**config.mk**
```make
export PLATFORM = sky130hd
export DESIGN_NAME = score_display_bcd
export DESIGN_NICKNAME = d
export VERILOG_FILES = /design/src/rtl/score_display_bcd.sv
export SDC_FILE = /design/constraint.sdc
export NUM_CORES = 1
export LEC_CHECK = 0
export ABC_AREA = 1
export CORE_MARGIN = 2
export CORE_UTILIZATION = 39
export DETAILED_ROUTE_END_ITERATION = 10
export PLACE_DENSITY = 0.7
export SKIP_CTS_REPAIR_TIMING = 1
export SYNTH_ARGS = -nofsm -noshare
export SYNTH_HDL_FRONTEND = slang
export SYNTH_SLANG_ARGS = --single-unit
```
**constraint.sdc**
```tcl
create_clock -name clk -period 2 [get_ports clk]
set_input_delay 0.4 -clock clk [delete_from_list [all_inputs] [get_ports clk]]
set_output_delay 0.4 -clock clk [all_outputs]
set_load 0.03 [all_outputs]
```
**src/rtl/score_display_bcd.sv**
```systemverilog
// score_display_bcd: per-player BCD score counter with a 7-segment on-screen renderer.
// Latency: score updates 1 cycle after a score_pulse rising edge; r/g/b lag hcount/vcount by 1 cycle.
// No backpressure: every rising edge of score_pulse is taken unless game_over holds the score.
// Optional: define SCORE_BLINK_EN to blink the digits (32-frame period) while game_over is set.
module score_display_bcd #(
  parameter int NUM_DIGITS = 2,
  parameter int WIN_SCORE  = 11,
  parameter int SEG_LENGTH = 30,
  parameter int SEG_WIDTH  = 10,
  parameter int SEG_X      = 200,
  parameter int SEG_Y      = 20,
  parameter int DIGIT_GAP  = 10
) (
  input  logic                    clk,
  input  logic                    reset,
  input  logic [9:0]              hcount,
  input  logic [9:0]              vcount,
  input  logic                    score_pulse,
  input  logic                    clear,
  output logic [4*NUM_DIGITS-1:0] score,
  output logic                    game_over,
  output logic                    r,
  output logic                    g,
  output logic                    b
);

  localparam int L  = SEG_LENGTH;
  localparam int W  = SEG_WIDTH;
  localparam int SW = 4 * NUM_DIGITS;

  // Convert the decimal winning score into the packed BCD layout of the score register.
  function automatic logic [SW-1:0] to_bcd(input int v);
    int            t;
    logic [SW-1:0] res;
    t   = v;
    res = '0;
    for (int k = 0; k < NUM_DIGITS; k++) begin
      res[4*k +: 4] = 4'(t % 10);
      t = t / 10;
    end
    return res;
  endfunction

  localparam logic [SW-1:0] WIN_BCD = to_bcd(WIN_SCORE);

  // Segment pattern, bit order g..a; anything above 9 is blank.
  function automatic logic [6:0] seg_decode(input logic [3:0] d);
    case (d)
      4'd0:    seg_decode = 7'b0111111;
      4'd1:    seg_decode = 7'b0000110;
      4'd2:    seg_decode = 7'b1011011;
      4'd3:    seg_decode = 7'b1001111;
      4'd4:    seg_decode = 7'b1100110;
      4'd5:    seg_decode = 7'b1101101;
      4'd6:    seg_decode = 7'b1111101;
      4'd7:    seg_decode = 7'b0000111;
      4'd8:    seg_decode = 7'b1111111;
      4'd9:    seg_decode = 7'b1101111;
      default: seg_decode = 7'b0000000;
    endcase
  endfunction

  logic            pulse_prev;
  logic            point;
  logic [SW-1:0]   score_inc;
  logic [SW-1:0]   score_next;
  logic            carry;
  logic [NUM_DIGITS-1:0] digit_on;
  logic            pix_on;
  logic            pix_gated;
  int              hx;
  int              vy;

  assign point = score_pulse & ~pulse_prev;
  assign hx    = {22'd0, hcount};
  assign vy    = {22'd0, vcount};

  // BCD ripple increment; a carry out of the top digit means all nines, so hold the value.
  always_comb begin
    score_inc = score;
    carry     = 1'b1;
    for (int k = 0; k < NUM_DIGITS; k++) begin
      if (carry) begin
        if (score_inc[4*k +: 4] == 4'd9) begin
          score_inc[4*k +: 4] = 4'd0;
        end else begin
          score_inc[4*k +: 4] = score_inc[4*k +: 4] + 4'd1;
          carry = 1'b0;
        end
      end
    end
    score_next = carry ? score : score_inc;
  end

  // Score, win flag and edge detector. During reset/clear the edge register tracks the
  // input so a pulse held across the release is not mistaken for a new point.
  always_ff @(posedge clk) begin
    if (reset || clear) begin
      score      <= '0;
      game_over  <= 1'b0;
      pulse_prev <= score_pulse;
    end else begin
      pulse_prev <= score_pulse;
      if (point && !game_over) begin
        score <= score_next;
        if (score_next == WIN_BCD) game_over <= 1'b1;
      end
    end
  end

  for (genvar i = 0; i < NUM_DIGITS; i++) begin : g_digit
    localparam int X0 = SEG_X + (NUM_DIGITS - 1 - i) * (SEG_LENGTH + DIGIT_GAP);
    localparam int Y0 = SEG_Y;
    logic [6:0] hit;
    logic [6:0] mask;
    logic       blank;

    assign hit[0] = (hx > X0)         && (hx < X0 + L) && (vy > Y0)             && (vy < Y0 + W);
    assign hit[1] = (hx > X0 + L - W) && (hx < X0 + L) && (vy > Y0)             && (vy < Y0 + L);
    assign hit[2] = (hx > X0 + L - W) && (hx < X0 + L) && (vy > Y0 + L - W)     && (vy < Y0 + 2*L - W);
    assign hit[3] = (hx > X0)         && (hx < X0 + L) && (vy > Y0 + 2*L - 2*W) && (vy < Y0 + 2*L - W);
    assign hit[4] = (hx > X0)         && (hx < X0 + W) && (vy > Y0 + L - W)     && (vy < Y0 + 2*L - W);
    assign hit[5] = (hx > X0)         && (hx < X0 + W) && (vy > Y0)             && (vy < Y0 + L);
    assign hit[6] = (hx > X0)         && (hx < X0 + L) && (vy > Y0 + L - W)     && (vy < Y0 + L);

    assign mask = seg_decode(score[4*i +: 4]);

    // Leading-zero blanking: a higher digit disappears while it and everything above it is 0.
    if (i == 0) begin : g_lsd
      assign blank = 1'b0;
    end else begin : g_msd
      assign blank = (score[SW-1:4*i] == '0);
    end

    assign digit_on[i] = ~blank & (|(hit & mask));
  end

  assign pix_on = |digit_on;

`ifdef SCORE_BLINK_EN
  logic [4:0] frame_cnt;

  // Frame counter advances once per frame at the top-left pixel.
  always_ff @(posedge clk) begin
    if (reset || clear) begin
      frame_cnt <= 5'd0;
    end else if (hcount == 10'd0 && vcount == 10'd0) begin
      frame_cnt <= frame_cnt + 5'd1;
    end
  end

  assign pix_gated = pix_on & ~(game_over & frame_cnt[4]);
`else
  assign pix_gated = pix_on;
`endif

  // Registered pixel output; all three colour channels carry the same bit.
  always_ff @(posedge clk) begin
    if (reset || clear) begin
      r <= 1'b0;
      g <= 1'b0;
      b <= 1'b0;
    end else begin
      r <= pix_gated;
      g <= pix_gated;
      b <= pix_gated;
    end
  end

endmodule
```
==> results_dict.tcl, run 1 <==
set metrics [dict create \
    synth.most_common_cell "nand2_1" \
    setup_viol 0 \
    core-area_mm2 0.00463 \
    async_reset_ff_share_pct 0 \
    grt.total_usage_pct 16.9 \
    fillers 445 \
    crit_path_start "score[2]" \
    vias 2010 \
    setup_slack_ns 0.0612 \
    rows 25 \
    yosys.area.top_type "dfxtp_1" \
    period_needed_ns 1.94 \
    synth_compound_area_share_pct 12.4 \
    dp_slack_ns -0.313 \
    dieArea_mm2 0.00529 \
    ir_drop_v 0.000346 \
    cts_buffers 3 \
    areaGrowthSynthToFinish_pct 46.2 \
    synth_xor_area_share_pct 0.475 \
    grt_pass1_vias 1896 \
    ys_warn_count 0 \
    tightest_slew_ns 0.312 \
    wl_mm 4.48 \
    synth.top_cell.area_share_pct 27.2 \
    drtAntennaViolNets 0 \
    rrSetupSlack_ns 0.06 \
    avgViaCountPerCell 4.67 \
    worstPathArrival_ns 2.15 \
    yosysUniqueCellTypes 34 \
    synth-main-ff-cell "dfxtp_1" \
    hold_path_depth 1 \
    power_density_mw_per_mm2 415 \
    grt_pass1_wl_mm 7.46 \
    syn_inst 295 \
    finalPower_mw 1.12 \
    min_from "score_pulse" \
    syn_area_per_cell_um2 6.25 \
    syn_area_mm2 0.00184 \
    start_util_pct 39.8 \
    rsz0062_at_grt "true" \
    cts_root_buf "clkbuf_8" \
    firstDrtPassIters 4 \
    die_h_um 72.7 \
    utilization_pct 58.2 \
    synth.area.mux_share_pct 0 \
    io_pins 36 \
    num-nets-final 413 \
    wl_per_cell_um 10.4 \
    cp-start-kind "flop" \
    drt_iter0_drc 45 \
    hold_path.class "in2reg" \
    antenna_found_initial 0 \
    fp.dieW_um 72.7 \
    seq_area_frac_synth_pct 27.2 \
    skew_ns 0.00313 \
    fin_crit_sh_pct 96.9 \
    drc 0 \
    finish.instance_area_mm2 0.00269 \
    criticalPathCategory "reg2reg" \
    gp_congestion 0.869 \
    drive_gt1_share_pct 22.1 \
    yosys_register_bits 25 \
    place_area_mm2 0.00257 \
    cp.required_ns 2.21 \
    dp.final_hpwl_mm 3.49 \
    drv_cap 0 \
    clk_pin_slew_worst_paths_ns 0.08 \
    cts_tree "built" \
    synth_top_family_by_area "simple AND/OR/NAND/NOR gates" \
    synthesis.nets 331 \
    clk_latency_ns 0.26 \
    status "finished, final reports clean" \
    synthAdderAreaFrac_pct 8.15 \
    synth_edf_count 0 \
    yosys.area_share.simple_pct 41.5 \
    maxSlewViolCount 0 \
    portBuffers 35 \
    critPathMaxFanout 5 \
    hold_violations 0 \
    antenna_cells 0 \
    ys_top_cells_by_count "nand2_1, inv_1, nor2_1, dfxtp_1" \
    clockBufferDepth 2 \
    htreeDepth 1 \
    critPathCaptureType "flop" \
    regArea_um2 504 \
    gr-total-overflow 0 \
    r2r_end "g_digit[1].mask[6]" \
    grt_max_degree 14 \
    slew_headroom_pct 79.1 \
    multi_input_area_mm2 0.00121 \
    r2r-start "score[2]" \
    cp-endpoint "g_digit[1].mask[6]" \
    fmax_mhz 516 \
    worstRegToRegCells 13 \
    cts_sinks 25 \
    synth_area_leaders "dfxtp_1, nand2_1, inv_1" \
    p_leak_nw 1.39 \
]
==> per-stage QoR <==
step	setup TNS, ns	hold WS, ns	instances
after CTS	-0.131	0.483	427
final	0	0.341	430
after global placement	-3.24	0.464	423
after detailed placement	-3.64	0.467	423
after global routing	-0.345	0.335	430
after floorplan	0	0.428	295
==> final cells by class <==
cell class	count	area share (%)
clock buffer	4	1.67
inverter	45	6.36
multi-input combinational	222	45.1
sequential	25	18.7
tap	54	2.51
timing repair buffer	80	25.6
==> how the worst min path moves through the flow <==
stage	endpoint	slack, ns
CTS	game_over	0.48
global placement	game_over	0.46
global route	pulse_prev	0.33
floorplan	pulse_prev	0.43
detailed placement	game_over	0.47
finish	pulse_prev	0.34
==> registers in the layout (all words and copies together), names as in the netlist <==
name and cells:
b 1, game_over 1, g_digit.mask 14, score 8
pulse_prev 1
==> critical path, stage by stage (launching register included) <==
cell	delay (ns)
dfxtp_2	0.33
inv_2	0.07
nand2_4	0.06
nor3_4	0.29
nand2_1	0.12
nand2_1	0.08
nand2_2	0.07
o21ai_4	0.20
inv_2	0.07
ha_2	0.16
or2_1	0.23
o21ai_0	0.08
nand2_1	0.06
nand2_1	0.06
==> cells by family (layout without fill, tap and decap cells) <==
family | Yosys count | in the layout
fa+ha+maj | 12 | 12
flops | 25 | 25
simple gates | 167 | 167
xor+xnor | 1 | 1
buf+inv | 48 | 129
compound gates | 42 | 42
==> power by group <==
part | leakage, nW | total [mW] | switching [mW] | internal, mW
Combinational | 1.16 | 0.295 | 0.151 | 0.144
Sequential | 0.206 | 0.537 | 0.0120 | 0.525
Clock | 0.0228 | 0.286 | 0.145 | 0.142
Total | 1.39 | 1.12 | 0.307 | 0.810
==> cell usage in the layout, fill, tap and decap left out, drive strengths merged, types with 2 or more instances in the layout <==
cell / n
dfxtp: 25
nand4: 9
clkbuf: 4
inv: 45
a31oi: 2
o21ai: 20
nand3b: 3
a21oi: 15
nor3: 3
buf: 45
o21a: 2
nor2: 31
ha: 12
nand3: 21
clkdlybuf4s50: 34
nand2: 93
or2: 5
==> metal layers <==
| metal | GRT usage (%) | share of wire, % |
|---|---|---|
| met4 | 3.91 | 0.85 |
| met5 | 0 | 0 |
| met3 | 2.07 | 2.9 |
| met2 | 31.7 | 49 |
| met1 | 20.5 | 47 |
(Power assumes the default switching activity.)
==> run 2: changes to the inputs <==
CTS_CLUSTER_SIZE = 16   (was default)
==> results of run 2 <==
Same layout as run 1: the final DEF is identical, and so are final timing and power.
